[config.mk]
export PLATFORM = sky130hd
export DESIGN_NAME = mem_arbiter
export DESIGN_NICKNAME = d
export VERILOG_FILES = /design/src/rtl/mem_arbiter_pkg.sv /design/src/rtl/mem_arb_addr_gen.sv /design/src/rtl/mem_arbiter.sv
export SDC_FILE = /design/constraint.sdc
export NUM_CORES = 1
export LEC_CHECK = 0
export ABC_AREA = 1
export ABC_CLOCK_PERIOD_IN_PS = 5640
export CAP_MARGIN = 30
export CORE_MARGIN = 1
export CORE_UTILIZATION = 45
export DETAILED_ROUTE_END_ITERATION = 6
export GPL_ROUTABILITY_DRIVEN = 0
export PLACE_DENSITY = 0.85
export SYNTH_ARGS = -nofsm -noshare
export SYNTH_HDL_FRONTEND = slang
export SYNTH_SLANG_ARGS = --single-unit
[constraint.sdc]
create_clock -name clk -period 5.64 [get_ports clk]
set_clock_uncertainty 0.2 [all_clocks]
set_input_delay 1.128 -clock clk [delete_from_list [all_inputs] [get_ports clk]]
set_output_delay 1.128 -clock clk [all_outputs]
set_load 0.1 [all_outputs]
[src/rtl/mem_arbiter_pkg.sv]
// Shared definitions for the cache-fill / write-through memory arbiter.
// Holds the state encoding, block geometry and fill-source tags.
package mem_arbiter_pkg;

  typedef enum logic [2:0] {
    ST_IDLE  = 3'd0,
    ST_WRITE = 3'd1,
    ST_IFILL = 3'd2,
    ST_DFILL = 3'd3,
    ST_DONE  = 3'd4
  } arb_state_t;

  typedef enum logic {
    FILL_I = 1'b0,
    FILL_D = 1'b1
  } fill_src_t;

  localparam int BLOCK_WORDS = 8;
  // Byte-offset bits inside a 16-byte block; cleared to form the fill base.
  localparam int BLK_OFF_W   = 4;

endpackage

[src/rtl/mem_arb_addr_gen.sv]
// Block-fill address generator: latches the block base on grant and steps
// through the word addresses of the block, one per issued read.
module mem_arb_addr_gen #(
  parameter int ADDR_W      = 16,
  parameter int BLOCK_WORDS = mem_arbiter_pkg::BLOCK_WORDS
) (
  input  logic              clk,
  input  logic              rst,
  input  logic              load,
  input  logic [ADDR_W-1:0] load_addr,
  input  logic              issue,
  output logic              issue_done,
  output logic [ADDR_W-1:0] fill_addr
);
  import mem_arbiter_pkg::*;

  localparam int CNT_W = $clog2(BLOCK_WORDS) + 1;

  logic [ADDR_W-1:0] base;
  logic [CNT_W-1:0]  issue_cnt;

  always_ff @(posedge clk) begin
    if (rst) begin
      base      <= '0;
      issue_cnt <= '0;
    end else if (load) begin
      base      <= {load_addr[ADDR_W-1:BLK_OFF_W], {BLK_OFF_W{1'b0}}};
      issue_cnt <= '0;
    end else if (issue) begin
      issue_cnt <= issue_cnt + CNT_W'(1);
    end
  end

  assign issue_done = (issue_cnt == CNT_W'(BLOCK_WORDS));
  // Word offsets are 2 bytes apart.
  assign fill_addr  = base + {{(ADDR_W-CNT_W-1){1'b0}}, issue_cnt, 1'b0};

endmodule

[src/rtl/mem_arbiter.sv]
// Arbiter between I-fill, D-fill and write-through stores in front of a
// single-port pipelined memory; issues block-fill reads and routes returns.
module mem_arbiter #(
  parameter int ADDR_W      = 16,
  parameter int DATA_W      = 16,
  parameter int BLOCK_WORDS = mem_arbiter_pkg::BLOCK_WORDS
) (
  input  logic              clk,
  input  logic              rst,
  input  logic              i_fill_req,
  input  logic [ADDR_W-1:0] i_fill_addr,
  output logic              i_grant,
  output logic              i_data_valid,
  input  logic              d_fill_req,
  input  logic [ADDR_W-1:0] d_fill_addr,
  output logic              d_grant,
  output logic              d_data_valid,
  input  logic              d_wr_req,
  input  logic [ADDR_W-1:0] d_wr_addr,
  input  logic [DATA_W-1:0] d_wr_data,
  output logic              d_wr_ack,
  output logic              mem_enable,
  output logic              mem_wr,
  output logic [ADDR_W-1:0] mem_addr,
  output logic [DATA_W-1:0] mem_data_in,
  input  logic              mem_data_valid,
  input  logic [DATA_W-1:0] mem_data_out,
  output logic [DATA_W-1:0] fill_data,
  output logic              arb_busy,
  output logic              protocol_err
);
  import mem_arbiter_pkg::*;

  localparam int CNT_W = $clog2(BLOCK_WORDS) + 1;

  arb_state_t        state;
  arb_state_t        next_grant;
  fill_src_t         last_fill;
  logic [CNT_W-1:0]  ret_cnt;
  logic [ADDR_W-1:0] wr_addr_q;
  logic [DATA_W-1:0] wr_data_q;
  logic [ADDR_W-1:0] load_addr;
  logic [ADDR_W-1:0] fill_addr;
  logic              grant_load;
  logic              fill_active;
  logic              issue;
  logic              issue_done;
  logic              perr_q;

  // Stores win outright; between two fills the one not served last wins.
  always_comb begin
    next_grant = ST_IDLE;
    load_addr  = d_wr_addr;
    if (d_wr_req) begin
      next_grant = ST_WRITE;
      load_addr  = d_wr_addr;
    end else if (i_fill_req && (!d_fill_req || last_fill == FILL_D)) begin
      next_grant = ST_IFILL;
      load_addr  = i_fill_addr;
    end else if (d_fill_req) begin
      next_grant = ST_DFILL;
      load_addr  = d_fill_addr;
    end
  end

  assign grant_load  = (state == ST_IDLE) && (next_grant != ST_IDLE);
  assign fill_active = (state == ST_IFILL) || (state == ST_DFILL);
  assign issue       = fill_active && !issue_done;

  mem_arb_addr_gen #(
    .ADDR_W      (ADDR_W),
    .BLOCK_WORDS (BLOCK_WORDS)
  ) u_addr_gen (
    .clk        (clk),
    .rst        (rst),
    .load       (grant_load),
    .load_addr  (load_addr),
    .issue      (issue),
    .issue_done (issue_done),
    .fill_addr  (fill_addr)
  );

  // A fill ends on its last return, not its last issue: reads cannot be cancelled.
  always_ff @(posedge clk) begin
    if (rst) begin
      state     <= ST_IDLE;
      last_fill <= FILL_I;
      ret_cnt   <= '0;
    end else begin
      case (state)
        ST_IDLE: begin
          state   <= next_grant;
          ret_cnt <= '0;
        end
        ST_WRITE: state <= ST_IDLE;
        ST_IFILL, ST_DFILL: begin
          if (mem_data_valid) begin
            ret_cnt <= ret_cnt + CNT_W'(1);
            if (ret_cnt == CNT_W'(BLOCK_WORDS - 1)) begin
              state     <= ST_DONE;
              last_fill <= (state == ST_IFILL) ? FILL_I : FILL_D;
            end
          end
        end
        ST_DONE: state <= ST_IDLE;
        default: state <= ST_IDLE;
      endcase
    end
  end

  always_ff @(posedge clk) begin
    if (state == ST_IDLE && d_wr_req) begin
      wr_addr_q <= d_wr_addr;
      wr_data_q <= d_wr_data;
    end
  end

  always_ff @(posedge clk) begin
    if (rst)
      perr_q <= 1'b0;
    else if (mem_data_valid && !fill_active)
      perr_q <= 1'b1;
  end

  assign i_grant      = (state == ST_IFILL);
  assign d_grant      = (state == ST_DFILL);
  assign i_data_valid = (state == ST_IFILL) && mem_data_valid;
  assign d_data_valid = (state == ST_DFILL) && mem_data_valid;
  assign d_wr_ack     = (state == ST_WRITE);
  assign mem_enable   = (state == ST_WRITE) || issue;
  assign mem_wr       = (state == ST_WRITE);
  assign mem_addr     = (state == ST_WRITE) ? wr_addr_q : (issue ? fill_addr : '0);
  assign mem_data_in  = (state == ST_WRITE) ? wr_data_q : '0;
  assign fill_data    = mem_data_out;
  assign arb_busy     = (state != ST_IDLE);
  assign protocol_err = perr_q;

endmodule
==> metrics.md, run 1 <==
| Metric | Value |
|---|---|
| Synth Instances | between 400 and 500 |
| WP data arrival | 2.95 ns |
| Worst path top cell family by delay | buffers and inverters |
| PostCTS Resize Cnt | 0 |
| YS warnings | 0 |
| Row count | 30 |
| Syn nets | roughly 500 |
| Max Slew Vio Count | 0 |
| CP Data Required Time | 4.31 ns |
| Final-report hold violation count | 0 |
| Worst-path fanout max | 3 |
| Num CTS Buffers | 9 |
| Worst hold path startpoint | protocol_err |
| Total clock sinks | 57 |
| Post-Route WL | 7310 um |
| DR pass1 iterations | 5 |
| Vias | 2928 |
| Io pins | 143 |
| # Post-CTS Setup Buffers | 0 |
| F_max | 234 MHz |
| Crit. End Element | output pin |
| Status | completed |
| Setup TNS | 0 ns |
| Fraction of registers with async set/reset | 0 |
| Later-pin clock latency in the skew report | 0.34 ns |
| Post-route antenna net violation count | 0 |
| Post-synth EDFFs | 32 |
| Hold crit path type | flop to flop |
| Reg-to-Reg Start | last_fill |
| Largest net degree at the start of global routing | 33 |
| Multi-input logic area | 1250 um^2 |
| Pwr Density | 317 nW/um^2 |
| Slowest CP cell | clkdlybuf4s50_1 |
| Mapped Area | 3180 um^2 |
| Core footprint | 6830 um^2 |
| Wirelength per Cell | around 12 um |
| Setup crit start kind | input pin |
| P_leak | roughly 0.0019 uW |
| Vias in the first global route | 2624 |
| DR DRC count | 0 |
| Final #Nets | 595 |
| Inserted Diodes | 0 |
| Cells after DPL | 589 |
| H-Tree Depth | 3 |
| VDD IR max | 0.121 mV |
| Reg area | 1460 um^2 |
| Relative slew slack | 0.328 |
| Register area share after synthesis | 0.459 |
| Commonest non-fill, non-tap cells in the layout | 118 x nand2_1, 102 x clkdlybuf4s50_1, 60 x inv_1 |
| Clock transition at path regs | 0.06 ns |
| Crit path cell chain | clkdlybuf4s50_1 > nand2_1 > nor2_1 > clkdlybuf4s50_1 |
| Global-route wire length before repair | 11500 um |
| Final Cycle Share | 0.759 |
| Global router's overall resource usage | 0.201 |
| P&R area growth vs syn | 35.5% |
| Worst setup path startpoint | mem_data_valid |
| Final Setup Violations | 0 |
| Starting Density | 0.466 |
| Hold buffers post-CTS | 0 |
| Max_cap viols | 0 |
| CP bufs+invs | 2 |
| Largest stage delay, worst path | 1.14 ns |
| Library cells used by synthesis | 28 |
| FF+latch count, synth | between 50 and 60 |
| # port buffers | 102 |
| Crit path kind | input pin to output pin |
| Top cell by count, worst path | clkdlybuf4s50_1 |
| Starting DRT DRC Count | 175 |
| Die area | 7420 um^2 |
| Die X | ~86 um |
| Antenna violations before repair | 0 |
| Top FF cell, synth | edfxtp_1 |
| RSZ-0062 raised after global routing | false |
| Min Tclk post-route | roughly 4.3 ns |
| Clk buf depth | 2 |
| Filler cell count | 602 |
| Commonest non-fill, non-tap cell in the layout | nand2_1 |
| Total power draw | 1370 uW |
| Syn Area/Cell | 7.62 um^2 |
| TritonCTS clock tree | yes |
| Die height | 86.1 um |
| Dpl hpwl | 5480 um |
| Slew @ Worst Pin | 1.00 ns |
| Vias per std cell | between 4 and 5 |
| Grt ovf | 0 |
| Final Non-Filler Cells | 605 |
| Root buf cell | clkbuf_8 |
| Layout cells sized above 1 | 0.0727 |
## cells by family after synthesis
kind of cell,Yosys count,synth area share
DFF,57,0.459
adders and majority gates,5,0.0196
and+or+nand+nor,233,0.323
buffers and inverters,95,0.148
xor gates and xnor gates,3,0.00825
AOI/OAI and AO/OA,25,0.0420
## per-stage QoR
step	util	setup WS, ns	area (um^2)	hold slack [ns]
final	0.632	1.36	4320	0.267
after global routing	0.632	1.30	4320	0.311
after CTS	0.632	1.35	4320	0.277
after detailed placement	0.604	1.36	4130	0.262
after global placement	0.604	1.37	4130	0.253
after floorplan	-	1.37	3180	0.239
## worst register-to-register path, cell delays in order (launching register included)
cell and delay [ns]:
dfxtp_1 0.35, inv_1 0.05, nand2_1 0.31, nand2_1 0.35, nand2_1 0.13, nand3_1 0.09
nand3_1 0.12, nand2_1 0.05
## worst paths after layout
kind                         end  slack (ns)  depth (start not counted)
min reg2reg         protocol_err        0.27                          2
min                 protocol_err        0.27                          2
max reg2reg  u_addr_gen.base[14]        3.88                          7
max                 d_data_valid        1.36                          4
## Yosys cell counts, drive strengths merged (5+ instances only)
master	instances	area (um^2)
buf	26	201
ha	5	62.6
nand3	55	275
a21oi	9	45.0
nand4	5	31.3
dfxtp	25	500
edfxtp	32	961
inv	67	262
nor2	46	198
o21ai	13	65.1
nand2	125	512
## registers in the layout, summed over array words and instances (netlist names)
name and flops:
protocol_err 1, wr_addr_q 16, last_fill 1, u_addr_gen.issue_cnt 4, ret_cnt 4, state 3, wr_data_q 16, u_addr_gen.base 12
## layer usage
| layer | vias up | share of wire | global-route usage |
|---|---|---|---|
| met3 | 33 | 0.071 | 0.0375 |
| met4 | 0 | 0.035 | 0.147 |
| met1 | 1282 | 0.42 | 0.234 |
| met5 | - | 0 | 0 |
| li1 | 1474 | - | - |
| met2 | 139 | 0.47 | 0.331 |
## layout make-up
type | count | share of cell area
Clock buffer | 11 | 0.0377
Inverter | 67 | 0.0606
Sequential cell | 57 | 0.339
Tap cell | 96 | 0.0278
Timing Repair Buffer | 103 | 0.238
Clock inverter | 5 | 0.00609
Multi-Input combinational cell | 266 | 0.291
## where the power goes
group	leakage, uW	switching, uW	internal [uW]
clock	0.000104	162	195
sequential	0.000508	29.9	487
combinational	0.00128	361	134
Note: power is estimated with default switching activity, not from simulation.
==> inputs of run 2 (changes only) <==
Settings changed: ABC_CLOCK_PERIOD_IN_PS 5640 to 4050, CORE_UTILIZATION 45 to 42, PLACE_DENSITY 0.85 to 0.8.
Clock period 5.64 ns to 4.05 ns, I/O delays scaled along.
==> metrics.md, run 2 (synthesis gave the netlist of run 1 again) <==
| Metric | Value |
|---|---|
| Min Tclk post-route | approximately 3.2 ns |
| Root buf cell | clkbuf_8 |
| Reg-to-Reg Start | last_fill |
| Dpl hpwl | 5430 um (-0.88%) |
| Post-Route WL | 7250 um (-0.86%) |
| PostCTS Resize Cnt | 0 (unchanged) |
| VDD IR max | 0.159 mV (+31%) |
| Post-layout util | 0.582 (-0.0497) |
| Row count | 31 (+3.3%) |
| WP data arrival | 2.15 ns (-0.80 ns) |
| Wirelength per Cell | 11.9 um (-1.4%) |
| Biggest regs | wr_addr_q: 16 flops, wr_data_q: 16 flops, u_addr_gen.base: 12 flops |
| Vias in the first global route | 2572 (-2.0%) |
| Layout cells sized above 1 | 0.143 (+0.0707) |
| Commonest non-fill, non-tap cells in the layout | 118 x nand2_1, 64 x clkdlybuf4s50_1, 60 x inv_1 |
| Worst setup path startpoint | state[0] |
| DR DRC count | 0 (unchanged) |
| Worst hold path startpoint | protocol_err |
| Max_cap viols | 0 (unchanged) |
| # Post-CTS Setup Buffers | 0 (unchanged) |
| Setup crit start kind | flop |
| Slew @ Worst Pin | 0.976 ns (-0.0290 ns) |
| Clk buf depth | 2 (unchanged) |
| Hold buffers post-CTS | 0 (unchanged) |
| TritonCTS clock tree | yes |
| P_leak | 0.00196 uW (+3.6%) |
| Worst-path fanout max | 6 (+3) |
| Grt ovf | 0 (unchanged) |
| Antenna violations before repair | 0 (unchanged) |
| H-Tree Depth | 3 (unchanged) |
| Crit path kind | flop to output pin |
| Pwr Density | 456 nW/um^2 (+44%) |
| Die X | 89.1 um (+3.4%) |
| Starting DRT DRC Count | 117 (-33%) |
| Later-pin clock latency in the skew report | 0.33 ns (about the same) |
| Total clock sinks | 57 (unchanged) |
| Inserted Diodes | 0 (unchanged) |
| Global-route wire length before repair | 11500 um (-0.30%) |
| Multi-input logic area | 1250 um^2 (unchanged) |
| Status | completed |
| Commonest non-fill, non-tap cell in the layout | nand2_1 |
| Filler cell count | 678 (+13%) |
| Final Cycle Share | 0.780 |
| Io pins | 143 (unchanged) |
| Final Setup Violations | 0 (unchanged) |
| Setup slack at placement | 1.03 ns (-0.329 ns) |
| Crit. End Element | output pin |
| Relative slew slack | 0.347 (+0.0194) |
| Hold crit path type | flop to flop |
| Largest net degree at the start of global routing | 33 (unchanged) |
| R2R depth | 7 (unchanged) |
| RSZ-0062 raised after global routing | false |
| Final-report hold violation count | 0 (unchanged) |
| Starting Density | 0.437 (-0.0294) |
| Reg area | 1460 um^2 (unchanged) |
| Post-route antenna net violation count | 0 (unchanged) |
| Num CTS Buffers | 9 (unchanged) |
| CP Data Required Time | 3.04 ns (-1.27 ns) |
| F_max | 317 MHz |
| Die area | 7930 um^2 (+7.0%) |
| Die height | 89.1 um (+3.4%) |
| Max Slew Vio Count | 0 (unchanged) |
| Global router's overall resource usage | 0.189 (-0.0115) |
| Vias per std cell | 4.73 (-2.3%) |
| Setup TNS | 0 ns (unchanged) |
| DR pass1 iterations | 7 (+2) |
| Final #Nets | 595 (unchanged) |
| Clock transition at path regs | 0.07 ns (about the same) |
| # port buffers | 102 (unchanged) |
| P&R area growth vs syn | 33.3% |
| Core footprint | 7290 um^2 (+6.7%) |
| Hold depth | 2 (unchanged) |
| Vias | 2876 (-1.8%) |
| Final worst setup slack | 0.891 ns (-0.468 ns) |
==> run 2: cell types whose count changed in the layout (fill, tap and decap cells not counted), sizes merged <==
| cell | before | now |
|---|---|---|
| clkdlybuf4s50 | 102 | 64 |
| clkbuf | 11 | 13 |
| clkinv | 4 | 1 |
| clkinvlp | 0 | 1 |
| buf | 1 | 39 |
==> run 2: worst paths after layout <==
| path | endpoint | slack [ns] |
|---|---|---|
| setup reg to reg | u_addr_gen.base[11] | 2.25 |
| hold / removal | protocol_err | 0.28 |
| setup / recovery | arb_busy | 0.89 |
| hold reg to reg | protocol_err | 0.28 |
==> run 2: metrics by stage <==
stage	area [um^2]	hold slack [ns]	power, uW	std cells
after CTS	4240	0.277	1950	608
after floorplan	3180	0.239	1310	418
after global routing	4240	0.317	2030	608
after global placement	4040	0.253	1390	592
final	4240	0.278	1940	608
after detailed placement	4040	0.269	1410	592
==> run 2: where the power goes <==
group | internal, uW | total [uW] | switching (uW)
clock | 312 | 542 | 231
sequential | 678 | 717 | 39.4
combinational | 172 | 677 | 504
==> run 2: cell type report <==
| class | instances | area share |
|---|---|---|
| inverter | 67 | 0.0616 |
| multi-input combinational | 266 | 0.296 |
| sequential | 57 | 0.344 |
| timing repair buffer | 103 | 0.220 |
| clock buffer | 13 | 0.0451 |
| tap | 99 | 0.0292 |
| clock inverter | 3 | 0.00413 |
==> run 2: per-layer routing <==
layer	GRT usage	vias up	share of wire
li1	-	1478	-
met1	0.222	1264	0.42
met2	0.324	107	0.48
met3	0.0360	27	0.070
met4	0.113	0	0.030
met5	0	-	0
==> run 2: worst max-delay path, cell delays in order (launching register included) <==
cell and delay [ns]:
dfxtp_1 0.46, inv_2 0.09, nand2_4 0.12, clkdlybuf4s50_1 1.14
==> inputs of run 3 (changes only) <==
Settings changed: ABC_CLOCK_PERIOD_IN_PS 4050 to 2600, CORE_UTILIZATION 42 to 38, PLACE_DENSITY 0.8 to 0.76.
Clock period 4.05 ns to 2.6 ns, I/O delays scaled along.
==> metrics.md, run 3 (synthesis gave the netlist of run 1 again) <==
| Metric | Value |
|---|---|
| Die area | 8750 um^2 (+10%) |
| Int Pwr | 1920 uW (+65%) |
| Relative slew slack | 0.762 (+0.415) |
| CP Data Required Time | 1.88 ns (-1.16 ns) |
| Crit path cell chain | ha_1 > nand2_2 > nor2_4 > buf_4 > nand3_1 > nand2_1 > nand3_1 > nand2_1 > buf_12 |
| Biggest regs | wr_addr_q: 16 flops, wr_data_q: 16 flops, u_addr_gen.base: 12 flops |
| Layout cells sized above 1 | 0.215 (+0.0717) |
| Status | completed |
| Setup slack at placement | 0.363 ns (-0.664 ns) |
| Final Cycle Share | 0.960 |
| Crit. End Element | output pin |
| Vias per std cell | 4.61 (-2.6%) |
| Sequential share of power | 0.354 (-0.016) |
| Post-route antenna net violation count | 0 (unchanged) |
| Num CTS Buffers | 9 (unchanged) |
| Slowest CP cell | dfxtp_2 |
| Starting DRT DRC Count | 122 (+4.3%) |
| R2R depth | 7 (unchanged) |
| CP bufs+invs | 2 (unchanged) |
| Slew @ Worst Pin | 0.356 ns (-0.620 ns) |
| Inserted Diodes | 0 (unchanged) |
| Switch Pwr | 1240 uW (+60%) |
| Global-route wire length before repair | 12000 um (+4.4%) |
| Pwr Density | 653 nW/um^2 (+43%) |
| Max Slew Vio Count | 0 (unchanged) |
| R2R setup slack | 1.06 ns (-1.19 ns) |
| Clk buf depth | 2 (unchanged) |
| Die X | 93.5 um (+5.0%) |
| Later-pin clock latency in the skew report | 0.33 ns (about the same) |
| Vias in the first global route | 2712 (+5.4%) |
| Commonest non-fill, non-tap cell in the layout | nand2_1 |
| Filler cell count | 680 (+0.29%) |
| Die height | 93.5 um (+5.0%) |
| Io pins | 143 (unchanged) |
| Clock transition at path regs | 0.07 ns (about the same) |
| Core footprint | 8180 um^2 (+12%) |
| Max_cap viols | 0 (unchanged) |
| RSZ-0062 raised after global routing | false |
| Final Setup Violations | 0 (unchanged) |
| Row count | 33 (+6.5%) |
| DR pass1 iterations | 4 (-3) |
| Dpl hpwl | 5620 um (+3.5%) |
| Setup crit start kind | flop |
| # port buffers | 102 (unchanged) |
| TritonCTS clock tree | yes |
| Root buf cell | clkbuf_8 |
| Hold buffers post-CTS | 0 (unchanged) |
| Clock power share | 0.243 (-0.037) |
| Min Tclk post-route | 2.49 ns |
| Global router's overall resource usage | 0.177 (-0.0121) |
| Hold depth | 2 (unchanged) |
| Antenna violations before repair | 0 (unchanged) |
| WP data arrival | 1.77 ns (-0.38 ns) |
| P_leak | 0.00212 uW (+7.9%) |
| Final-report hold violation count | 0 (unchanged) |
| DR DRC count | 0 (unchanged) |
| Worst Hold End | protocol_err |
| Worst path top cell family by delay | simple AND/OR/NAND/NOR gates |
| P&R area growth vs syn | 51.6% |
| H-Tree Depth | 3 (unchanged) |
| Largest net degree at the start of global routing | 33 (unchanged) |
| Worst-path fanout max | 5 (-1) |
| Worst hold path startpoint | protocol_err |
| Starting Density | 0.390 (-0.0472) |
| Reg-to-Reg End | ret_cnt[1] |
| Commonest non-fill, non-tap cells in the layout | 117 x nand2_1, 61 x clkdlybuf4s50_1, 60 x inv_1 |
| Crit path kind | flop to output pin |
| Largest stage delay, worst path | 0.37 ns (-0.77 ns) |
| Grt ovf | 0 (unchanged) |
| Hold crit path type | flop to flop |
| Reg-to-Reg Start | state[1] |
| VDD IR max | 0.246 mV (+55%) |
| Total power draw | 3160 uW (+63%) |
| Final worst setup slack | 0.105 ns (-0.786 ns) |
| Final #Nets | 602 (+1.2%) |
| Post-Route WL | 7210 um (-0.54%) |
| F_max | 401 MHz |
| Vias | 2861 (-0.52%) |
| Combinational group share of total power | 0.403 (+0.054) |
| Wirelength per Cell | 11.6 um (-2.6%) |
| Total clock sinks | 57 (unchanged) |
| Sw frac | 0.392 (-0.00801) |
-- run 3: worst max-delay path by stage --
stage | from | endpoint | slack, ns | cells after the start
after floorplan | u_addr_gen.issue_cnt[3] | mem_addr[7] | -0.31 | 4
after global placement | u_addr_gen.issue_cnt[3] | mem_addr[8] | 0.40 | 8
after detailed placement | u_addr_gen.issue_cnt[3] | mem_addr[8] | 0.36 | 8
after CTS | u_addr_gen.issue_cnt[3] | mem_addr[13] | 0.007 | 6
after global routing | u_addr_gen.base[4] | mem_addr[11] | 0.01 | 8
final | u_addr_gen.issue_cnt[3] | mem_addr[14] | 0.11 | 9
-- run 3: power groups by stage --
stage	clock network (uW)	logic (uW)	registers, uW
floorplan	0	933	1130
global placement	0	1260	1130
detailed placement	0	1280	1130
CTS	788	1280	1120
global route	837	1340	1130
finish	767	1270	1120
-- run 3: repair_timing --
| item | in CTS | in global routing |
|---|---|---|
| setup endpoints to repair | 1 | 7 |
| setup buffers | 0 | 1 |
| resized for setup | 1 | 6 |
| pin swaps | 0 | 1 |
-- run 3: metal layers --
layer	wire length, um	vias up	GRT usage
met5	0	-	0
met4	179	0	0.0859
met3	506	20	0.0447
met2	3410	108	0.306
met1	3110	1251	0.204
li1	-	1482	-
-- run 3: final cells by class --
| cell class | count | area [um^2] | share of cell area |
|---|---|---|---|
| clock inverters | 4 | 22.5 | 0.00466 |
| inverters | 67 | 264 | 0.0547 |
| flip-flops and latches | 57 | 1460 | 0.303 |
| repair buffers | 110 | 1450 | 0.301 |
| multi-input cells | 266 | 1330 | 0.275 |
| well taps | 105 | 131 | 0.0272 |
| clock buffers | 12 | 166 | 0.0345 |
-- run 3: per-stage QoR --
stage	hold slack [ns]	cells	cell area, um^2	TNS [ns]	util
after floorplan	0.239	418	3250	-1.13	-
after global placement	0.255	604	4610	0	0.564
after detailed placement	0.266	604	4610	0	0.564
after CTS	0.277	620	4810	0	0.588
after global routing	0.302	621	4830	0	0.591
final	0.273	621	4830	0	0.591
-- run 3: worst min-delay path, cell delays in order, from the launching register on --
cell and delay (ns):
dfxtp_1 0.33, a21oi_1 0.04, nor2_1 0.07
==> edit 1, RTL diff (flow settings as in run 2) <==
Re-encode `arb_state_t` (5 states) as one-hot, 5 bits wide.
--- a/src/rtl/mem_arbiter_pkg.sv
+++ b/src/rtl/mem_arbiter_pkg.sv
@@ -4,8 +4,8 @@
 
-  typedef enum logic [2:0] {
-    ST_IDLE  = 3'd0,
-    ST_WRITE = 3'd1,
-    ST_IFILL = 3'd2,
-    ST_DFILL = 3'd3,
-    ST_DONE  = 3'd4
+  typedef enum logic [4:0] {
+    ST_IDLE  = 5'b00001,
+    ST_WRITE = 5'b00010,
+    ST_IFILL = 5'b00100,
+    ST_DFILL = 5'b01000,
+    ST_DONE  = 5'b10000
   } arb_state_t;
Function: same outputs for any inputs over 10 cycles, from zero or initial values and one cycle with rst high; not proved beyond that.
==> edit 1 against run 2 <==
- fmax fell by 2.5%
- setup slack got worse by 82 ps
- wire length is 0.88% higher
- design area is 0.91% higher
- sequential share of layout area increased by 0.62 points
- total power shrank 17%
- combinational power down 43%
- via count is 2.4% lower
- non-clock buffer count increased by 1
- synthesized area is 1.1% higher
- sequential power rose by 2%
- sequential cell count up 2
- critical path type unchanged
==> edit 1: results (changes against run 2) <==
| Metric | Value |
|---|---|
| FF+latch count | `59 (+3.5%)` |
| Internal power | `1.10 mW (-5.6%)` |
| Setup WS pre-CTS | `1000 ps (-23.2 ps)` |
| Synth Area in Compound Gates | `8.59% (+4.4 points)` |
| Worst IR drop on VDD | `0.000207 V (+30%)` |
| First DRT Iteration DRCs | `96 (-18%)` |
| Met1 WL | `3140 um (+2.0%)` |
| Critical path arrival | `2230 ps (+80 ps)` |
| Final-layout non-clock buffer area share | `22.1% (+0.15 points)` |
| Multi-input gates | `261 (-1.9%)` |
| Reg2Reg Depth | `4 (-3)` |
| Vias in the first global route | `2685 (+4.4%)` |
| Slowest cell on crit path | `dfxtp_1` |
| Sequential share of cell area | `35.1% (+0.62 points)` |
| Met3 Resource Use GR | `3.32% (-0.28 points)` |
| Outcome | `complete, no violations` |
| Leakage | `1.96 nW (-0.38%)` |
| Nonclk buf count | `104 (+0.97%)` |
| Total GRT Usage | `19.3% (+0.35 points)` |
| Routed wire length | `7310 um (+0.88%)` |
| Synth Area in Adders | `1.94% (-0.021 points)` |
| Reg2reg setup slack | `1860 ps (-390 ps)` |
| Synthesized area per cell | `7.83 um^2 (+2.8%)` |
| Xor/xnor share of the synthesized area | `1.90% (+1.1 points)` |
| DR pass1 iterations | `4 (-3)` |
| Worst r2r src | `state[2]` |
| Comb. pwr | `385 uW (-43%)` |
| Largest net degree at the start of global routing | `27 (-18%)` |
| Share of layout cells above drive strength 1 | `16.3% (+1.9 points)` |
| Inverter count | `64 (-4.5%)` |
| Vias post-DR | `2807 (-2.4%)` |
| Synth area leaders | `edfxtp_1 (30%), dfxtp_1 (17%), nand2_1 (14%)` |
| Worst slew pin tran | `978 ps (+2.66 ps)` |
| Crit path max fanout | `4 (-2)` |
| Hold Slack | `267 ps (-11.1 ps)` |
| CP top delay family | `simple AND/OR/NAND/NOR gates` |
| Syn Nets | `502 (-1.4%)` |
| Register area share after synthesis | `46.6% (+0.74 points)` |
| Post-Place Cell Area | `4100 um^2 (+1.6%)` |
| Wire length on met2 | `3710 um (+7.5%)` |
| CLK BUF | `14 (+1)` |
| FILL cells | `657 (-3.1%)` |
| Critical Path Max Stage Delay | `390 ps (-750 ps)` |
| GR Layer Usage met1 | `22.1% (-0.10 points)` |
edit 1: cell types whose count changed after synthesis, moves of 3 or more:
cell / run 2 / this run
a21oi_1: 9 / 12
inv_4: 4 / 0
nand2_1: 118 / 124
nand3_1: 55 / 30
nand3_2: 0 / 3
nor2_1: 42 / 36
nor2_4: 3 / 0
o21ai_0: 9 / 13
o21ai_1: 4 / 1
o21ai_2: 0 / 8
edit 1: worst max-delay path by stage:
| stage | from | endpoint | slack [ps] | cells after the start |
|---|---|---|---|---|
| 6_report | u_addr_gen.issue_cnt[3] | mem_addr[14] | 810 | 9 |
| 5_1_grt | state[3] | mem_addr[11] | 580 | 6 |
| 4_1_cts | state[2] | mem_addr[11] | 730 | 6 |
| 3_5_place_dp | d_wr_req | wr_data_q[7] | 1000 | 4 |
| 3_3_place_gp | d_wr_req | wr_data_q[6] | 1010 | 4 |
| 2_1_floorplan | u_addr_gen.issue_cnt[3] | mem_addr[11] | 680 | 7 |
==> edit 2, RTL diff (config.mk and constraints of run 2) <==
Without the edit above. Change the package constant `BLOCK_WORDS` from 8 to 4.
--- a/src/rtl/mem_arbiter_pkg.sv
+++ b/src/rtl/mem_arbiter_pkg.sv
@@ -17,3 +17,3 @@
 
-  localparam int BLOCK_WORDS = 8;
+  localparam int BLOCK_WORDS = 4;
   // Byte-offset bits inside a 16-byte block; cleared to form the fill base.
Check against the original RTL: not equivalent (a bounded check fails within 10 cycles, from zero or initial values and one cycle with rst high).
==> edit 2 against run 2 <==
- the run now ends with DRC left
- design area fell by 10%
- setup slack improved by 130 ps
- sequential cell count down 2
- synthesized area shrank 11%
- wire length shrank 15%
- first-iteration DRC count down 28%
- synthesized cell count decreased by 14%
- highest routed layer unchanged
- total power shrank 8.9%
==> edit 2: results (changes against run 2) <==
| Metric | Value |
|---|---|
| M2 GR Usage | `31.4% (-1.1 points)` |
| Setup WS pre-CTS | `1090 ps (+67.5 ps)` |
| Outcome | `complete, but fails checks` |
| Htree depth | `2 (-1)` |
| Total GRT Usage | `18.1% (-0.85 points)` |
| First-pass GRT wire length | `10100 um (-12%)` |
| Clock-pin slew on the worst setup and hold paths | `100 ps (+30 ps)` |
| Synth area leaders | `edfxtp_1 (34%), dfxtp_1 (16%), nand2_1 (14%)` |
| Post-synth cell types | `21 (-25%)` |
| Syn Nets | `450 (-12%)` |
| Met3 Routed Length | `476 um (-5.9%)` |
| DR pass1 iterations | `6 (-1)` |
| Top post-synthesis cells by count | `nand2_1 (106), inv_1 (55), nand3_1 (50)` |
| Internal power | `1.07 mW (-8.2%)` |
| Leakage | `1.82 nW (-7.1%)` |
| Min Tclk post-route | `3030 ps (-131 ps)` |
| Reg2reg setup slack | `2300 ps (+50 ps)` |
| Met1 WL | `2640 um (-14%)` |
| RR Endpoint | `u_addr_gen.base[7]` |
| Worst slew pin tran | `966 ps (-9.70 ps)` |
| Vias in the first global route | `2171 (-16%)` |
| Comb. pwr | `656 uW (-3.1%)` |
| Wirelength per Cell | `11.8 um (-0.64%)` |
| Slowest cell on crit path | `inv_1` |
| Wire length on met2 | `2950 um (-14%)` |
| CTS buffer count | `5 (-4)` |
| Share of layout cells above drive strength 1 | `14.0% (-0.35 points)` |
| Register area share after synthesis | `50.2% (+4.3 points)` |
| Nets | `532 (-11%)` |
| Insertion delay to the later sink of the worst-skew pair | `310 ps (-20 ps)` |
| Crit path max fanout | `19 (+13)` |
| First DRT Iteration DRCs | `84 (-28%)` |
| Met3 Resource Use GR | `3.96% (+0.36 points)` |
| GR Layer Usage met1 | `22.1% (-0.090 points)` |
| Worst Setup SP | `state[1]` |
| DRC | `26 (+26)` |
| Vias post-DR | `2428 (-16%)` |
| P_seq | `684 uW (-4.6%)` |
| Critical path arrival | `2020 ps (-130 ps)` |
| Post-DP HPWL | `4600 um (-15%)` |
| Failing checks | `DRC` |
| Critical Path Max Stage Delay | `490 ps (-650 ps)` |
==> edit 2: cell types whose count changed after synthesis, sizes merged, moves of 3 or more <==
cell   delta
nand2    -14
o21ai     -4
nand3     -5
nor2     -10
a21oi     -3
inv       -9
nand4     -5
==> edit 2: worst min-delay path by stage <==
stage	start	end	slack, ps	depth (start not counted)
after floorplan	u_addr_gen.base[4]	u_addr_gen.base[4]	250	2
after global placement	u_addr_gen.base[5]	u_addr_gen.base[5]	260	2
after detailed placement	protocol_err	protocol_err	260	2
after CTS	u_addr_gen.base[6]	u_addr_gen.base[6]	280	2
after global routing	u_addr_gen.base[6]	u_addr_gen.base[6]	290	2
final	u_addr_gen.base[8]	u_addr_gen.base[8]	280	2
==> edit 2: final cells by class <==
cell class / count / area, um^2
multi-input cells: 218 / 995
flip-flops and latches: 55 / 1420
fillers: 572 / 2620
repair buffers: 104 / 936
well taps: 77 / 96.3
inverters: 58 / 218
clock buffers: 5 / 68.8
clock inverters: 3 / 67.6
==> edit 2: cells by family (layout without fill, tap and decap cells) <==
family          Yosys count  in the layout  share of synthesized area (%)
simple gates            198            198                           30.2
fa+ha+maj                 4              4                           1.77
buf+inv                  87            170                           14.9
flops                    55             55                           50.2
compound gates           16             16                           2.92
==> edit 2: per-stage QoR <==
step / cell area [um^2] / total power [mW] / std cells / hold WS [ps]
3_3_place_gp: 3670 / 1.34 / 512 / 260
5_1_grt: 3800 / 1.84 / 520 / 292
3_5_place_dp: 3670 / 1.36 / 512 / 261
2_1_floorplan: 2830 / 1.26 / 360 / 247
4_1_cts: 3800 / 1.78 / 520 / 280
6_report: 3800 / 1.76 / 520 / 276
==> edit 2: critical path, delay by kind of cell (launching register included) <==
kind            cells  cell delay, ps
simple gates        3             430
compound gates      1             100
buf+inv             2             810
flops               1             360
